`src/rtl/gate_test_sequencer.sv`:
```
// Exhaustive 2-input gate tester: applies vectors 00..11, compares dut_y to TRUTH, reports errors.
// Optional macro GTS_FIRST_FAIL_EN enables capture of the first mismatching vector index.
module gate_test_sequencer #(
  parameter int unsigned SETTLE_CYCLES = 2,
  parameter logic [3:0]  TRUTH         = 4'b1110
) (
  input  logic       clk,
  input  logic       rst,
  input  logic       start,
  output logic       dut_a,
  output logic       dut_b,
  input  logic       dut_y,
  output logic       busy,
  output logic       done,
  output logic       pass,
  output logic [2:0] err_count,
  output logic [1:0] first_fail_vec,
  output logic       first_fail_valid
);

  typedef enum logic [1:0] {ST_IDLE, ST_APPLY, ST_SAMPLE, ST_DONE} state_t;

  localparam logic [3:0] SETTLE_LAST = 4'(SETTLE_CYCLES - 1);

  state_t     r_state, w_next_state;
  logic [1:0] r_vec, w_vec_nxt;
  logic [3:0] r_settle, w_settle_nxt;
  logic [2:0] r_err, w_err_nxt;
  logic       r_pass, w_pass_nxt;
  logic       r_busy, r_done, r_a, r_b;
  logic       w_accept, w_mismatch, w_drive;

  assign w_accept   = (r_state == ST_IDLE) && start;
  assign w_mismatch = (r_state == ST_SAMPLE) && (dut_y != TRUTH[r_vec]);

  // NOTE: sequential state uses non-blocking assignments so every register samples pre-edge values.
  always_ff @(posedge clk) begin
    if (rst) begin
      r_state  <= ST_IDLE;
      r_vec    <= 2'd0;
      r_settle <= 4'd0;
      r_err    <= 3'd0;
      r_pass   <= 1'b0;
      r_busy   <= 1'b0;
      r_done   <= 1'b0;
      r_a      <= 1'b0;
      r_b      <= 1'b0;
    end else begin
      r_state  <= w_next_state;
      r_vec    <= w_vec_nxt;
      r_settle <= w_settle_nxt;
      r_err    <= w_err_nxt;
      r_pass   <= w_pass_nxt;
      r_busy   <= (w_next_state != ST_IDLE);
      r_done   <= (w_next_state == ST_DONE);
      r_a      <= w_drive & w_vec_nxt[1];
      r_b      <= w_drive & w_vec_nxt[0];
    end
  end

  // NOTE: every always_comb output gets a default first so no latch can be inferred.
  always_comb begin
    w_next_state = r_state;
    case (r_state)
      ST_IDLE:   if (start) w_next_state = ST_APPLY;
      ST_APPLY:  if (r_settle == SETTLE_LAST) w_next_state = ST_SAMPLE;
      ST_SAMPLE: w_next_state = (r_vec == 2'd3) ? ST_DONE : ST_APPLY;
      ST_DONE:   w_next_state = ST_IDLE;
      default:   w_next_state = ST_IDLE;
    endcase
  end

  // Next values of the registered outputs and datapath, derived from the next state.
  always_comb begin
    w_vec_nxt    = r_vec;
    w_settle_nxt = 4'd0;
    w_err_nxt    = r_err;
    w_pass_nxt   = r_pass;
    w_drive      = (w_next_state == ST_APPLY) || (w_next_state == ST_SAMPLE);
    if (w_accept) begin
      w_vec_nxt  = 2'd0;
      w_err_nxt  = 3'd0;
      w_pass_nxt = 1'b0;
    end
    if (r_state == ST_APPLY && r_settle != SETTLE_LAST)
      w_settle_nxt = r_settle + 4'd1;
    if (w_mismatch && r_err < 3'd4)
      w_err_nxt = r_err + 3'd1;
    if (r_state == ST_SAMPLE) begin
      if (r_vec != 2'd3) w_vec_nxt = r_vec + 2'd1;
      else               w_pass_nxt = (w_err_nxt == 3'd0);
    end
  end

  assign dut_a     = r_a;
  assign dut_b     = r_b;
  assign busy      = r_busy;
  assign done      = r_done;
  assign pass      = r_pass;
  assign err_count = r_err;

`ifdef GTS_FIRST_FAIL_EN
  logic [1:0] r_ff_vec;
  logic       r_ff_valid;

  always_ff @(posedge clk) begin
    if (rst) begin
      r_ff_vec   <= 2'd0;
      r_ff_valid <= 1'b0;
    end else if (w_accept) begin
      r_ff_valid <= 1'b0;
    end else if (w_mismatch && !r_ff_valid) begin
      r_ff_vec   <= r_vec;
      r_ff_valid <= 1'b1;
    end
  end

  assign first_fail_vec   = r_ff_vec;
  assign first_fail_valid = r_ff_valid;
`else
  assign first_fail_vec   = 2'd0;
  assign first_fail_valid = 1'b0;
`endif

endmodule

```
`config.mk`:
```
export PLATFORM = sky130hd
export DESIGN_NAME = gate_test_sequencer
export DESIGN_NICKNAME = d
export VERILOG_FILES = /design/src/rtl/gate_test_sequencer.sv
export SDC_FILE = /design/constraint.sdc
export NUM_CORES = 1
export LEC_CHECK = 0
export BUFFER_PORTS_ARGS = -buffer_cell sky130_fd_sc_hd__buf_2
export CAP_MARGIN = 20
export CORE_MARGIN = 8
export CORE_UTILIZATION = 56
export CTS_BUF_LIST = sky130_fd_sc_hd__clkbuf_2
export DETAILED_ROUTE_END_ITERATION = 10
export PLACE_DENSITY = 0.8
export SLEW_MARGIN = 20
export SYNTH_ARGS = -nofsm -noshare
export SYNTH_HDL_FRONTEND = slang
export SYNTH_SLANG_ARGS = --single-unit
```
`constraint.sdc`:
```
create_clock -name clk -period 1.75 [get_ports clk]
set_input_delay 0.35 -clock clk [delete_from_list [all_inputs] [get_ports clk]]
set_output_delay 0.35 -clock clk [all_outputs]
set_load 0.02 [all_outputs]
```
==> flow_metrics.py <==
metrics = {
    "final_layout": {
        "multi_input_area_um2": 445.4,
        "antenna_cells": 0,
        "seq_area_um2": 320.3,
        "area_growth_syn_to_layout_pct": 6.949,
        "fillCellCount": 131,
        "layout.nets": 112,
        "drive_gt1_share_pct": 19.00,
        "finalNonFillerCells": 116,
    },
    "drt": {
        "vias_per_cell": 5.457,
        "drtIter0Drc": 16,
        "routed_wl_um": 1498,
        "drtAntennaViolNets": 0,
        "first_pass_iters": 4,
        "num_vias": 633,
        "wl_per_cell_um": 12.91,
        "drt_drc_violations_left": 0,
    },
    "placement": {
        "routabilityCongestion": 0.7751,
        "dp_worst_setup_slack_ns": 0.1706,
        "post-place-cells": 112,
        "port_buffers": 11,
        "dp_hpwl_um": 1140,
    },
    "clock_network": {
        "cts_tree": "done",
        "clk_pin_slew_worst_paths_ns": 0.15,
        "numCtsBuffers": 3,
        "cts_hold_buf": 0,
        "clockRootBuffer": "clkbuf_2",
        "cts.sinks": 16,
        "cts_resized": 0,
        "clock_path_buffers": 2,
        "insertion_delay_ns": 0.27,
        "post-cts-setup-buffers": 0,
        "cts_htree_levels": 1,
    },
    "synthesis": {
        "synth_xor_area_share_pct": 4.230,
        "synth_adder_area_share_pct": 10.57,
        "ys_warn_count": 0,
        "synth_top_family_by_area": "simple AND/OR/NAND/NOR gates",
        "synth_compound_area_share_pct": 13.90,
        "synthDistinctLibCells": 36,
        "yosysTopAreaCellShare_pct": 38.67,
        "yosys.area_share.simple_pct": 22.51,
        "seq_area_frac_synth_pct": 38.67,
        "synth.top_cells.by_area": "dfxtp_1, ha_1, nor2_1, inv_1, a21oi_1",
        "async_flop_share_pct": 0,
        "ys_ff_latch": 16,
        "yosys-mux-area-fraction_pct": 1.208,
        "ys.flop_type": "dfxtp_1",
        "synth_top_area_cell": "dfxtp_1",
        "synth_area_um2": 828.3,
        "synth-edff-count": 0,
        "postSynthAreaPerCell_um2": 9.307,
        "synth_cells": 89,
    },
    "hold_path": {
        "worst_hold_path_type": "primary input to flip-flop",
        "hold_path_depth": 2,
    },
    "grt": {
        "grt_use_total_pct": 11.50,
        "grt_max_degree": 13,
        "overflow": 0,
        "grt_first_pass_wirelength_um": 2615,
        "antenna_found_initial": 0,
        "first_global_vias": 641,
    },
    "power_and_ir_drop": {
        "power_density_nw_per_um2": 684.2,
        "power_leakage_nw": 0.4110,
        "ir_drop_mv": 0.3684,
    },
    "sta": {
        "skew_ns": 0.002232,
        "grt_setup_unrepaired": "false",
        "finalHoldViolations": 0,
        "fin_crit_ns": 1.607,
        "setup_viol": 0,
        "drv_slew": 0,
        "final.setup.tns_ns": 0,
        "clock.fmax_mhz": 622.1,
        "fin_ws_ns": 0.1427,
        "period_share_pct": 91.85,
    },
    "setup_path": {
        "reg2reg_depth": 6,
        "crit_path_top_delay_cell": "dfxtp_1",
        "crit_type": "flip-flop to flip-flop",
        "cp.arrival_ns": 1.83,
        "path_buf_inv": 0,
        "cp_common_cell": "ha_1",
        "path_cells": "ha_1 -> nor3b_1 -> a31oi_1 -> ha_1 -> nand2_1 -> a21oi_1",
        "crit_cells": 6,
        "slowest_delay_ns": 0.41,
        "required_ns": 1.97,
        "cp_top_family": "adder cells",
        "cp-start-kind": "flip-flop",
        "end_kind": "flip-flop",
        "cp_max_fo": 4,
    },
    "run_status": {
        "outcome": "finished, final reports clean",
    },
    "die": {
        "die_area_um2": 2966,
        "rows": 14,
        "core-area_um2": 1454,
        "die_h_um": 54.46,
        "initial_core_util_pct": 56.97,
        "io_pins": 15,
        "die_x_um": 54.46,
    },
    "flow_run": {
        "cap_violations": 0,
    },
}
registers in the layout (all words and copies together) (netlist names):
name	cells
busy	1
done	1
dut_a	1
dut_b	1
err_count	3
pass	1
r_settle	4
r_state	2
r_vec	2
path summary, 6_finish.rpt:
path                                                end  slack (ns)                   start
worst max-delay path                   dut_b$_SDFF_PP0_        0.14  r_settle[0]$_SDFF_PP0_
worst min-delay path            err_count[0]$_SDFF_PP0_        0.35                     rst
worst min register to register   r_settle[0]$_SDFF_PP0_        0.49  r_settle[0]$_SDFF_PP0_
worst max register to register         dut_b$_SDFF_PP0_        0.14  r_settle[0]$_SDFF_PP0_
synth_stat cells, drive strengths merged (2+ instances only):
master,number
or3,3
xor2,2
and2,2
buf,6
o21ai,2
dfxtp,16
o211ai,2
nor2,8
inv,7
nand2,3
or3b,2
ha,7
nor3b,4
xnor2,2
nand3,2
a21oi,6
per-layer routing:
layer	wire, um	GRT usage [%]
met1	654	12.42
met2	752	20.61
met3	72	3.804
met4	19	3.689
met5	0	0
cell usage in the layout (no fill, tap or decap), types with 3 or more instances in the layout:
master and n:
conb_1 3, nand2_1 3, clkbuf_2 3, a21oi_1 5
nor3b_1 3, buf_2 11, inv_1 7, ha_1 7
nor2_1 8, dfxtp_1 16
cell families after synthesis:
logic type                 Yosys count
xor gates and xnor gates             4
muxes                                1
other                                1
AOI/OAI and AO/OA                   17
and+or+nand+nor                     30
adders and majority gates            7
DFF                                 16
buffers and inverters               13
where the power goes:
group	switching (mW)	total, mW	leakage, nW	internal (mW)
Combinational	0.0390	0.0621	0.267	0.0232
Sequential	0.00982	0.382	0.130	0.372
Clock	0.112	0.162	0.0140	0.0497
Total	0.161	0.606	0.411	0.445
stage by stage:
| step | hold WS (ns) | cell area [um2] | power [mW] | utilization [%] |
|---|---|---|---|---|
| after detailed placement | 0.4629 | 867.1 | 0.4510 | 59.64 |
| after global placement | 0.4475 | 867.1 | 0.4493 | 59.64 |
| after global routing | 0.3406 | 885.9 | 0.6357 | 60.93 |
| after floorplan | 0.4337 | 835.8 | 0.4431 | - |
| final | 0.3549 | 885.9 | 0.6061 | 60.93 |
| after CTS | 0.3569 | 885.9 | 0.6103 | 60.93 |
layout make-up:
type,instances,share of cell area [%]
clock inverter,1,0.4237
clock buffer,3,1.695
multi-input combinational,62,50.28
inverter,7,2.966
sequential,16,36.16
tap,16,2.260
timing repair buffer,11,6.215
Power figures use the tool's default switching activity.
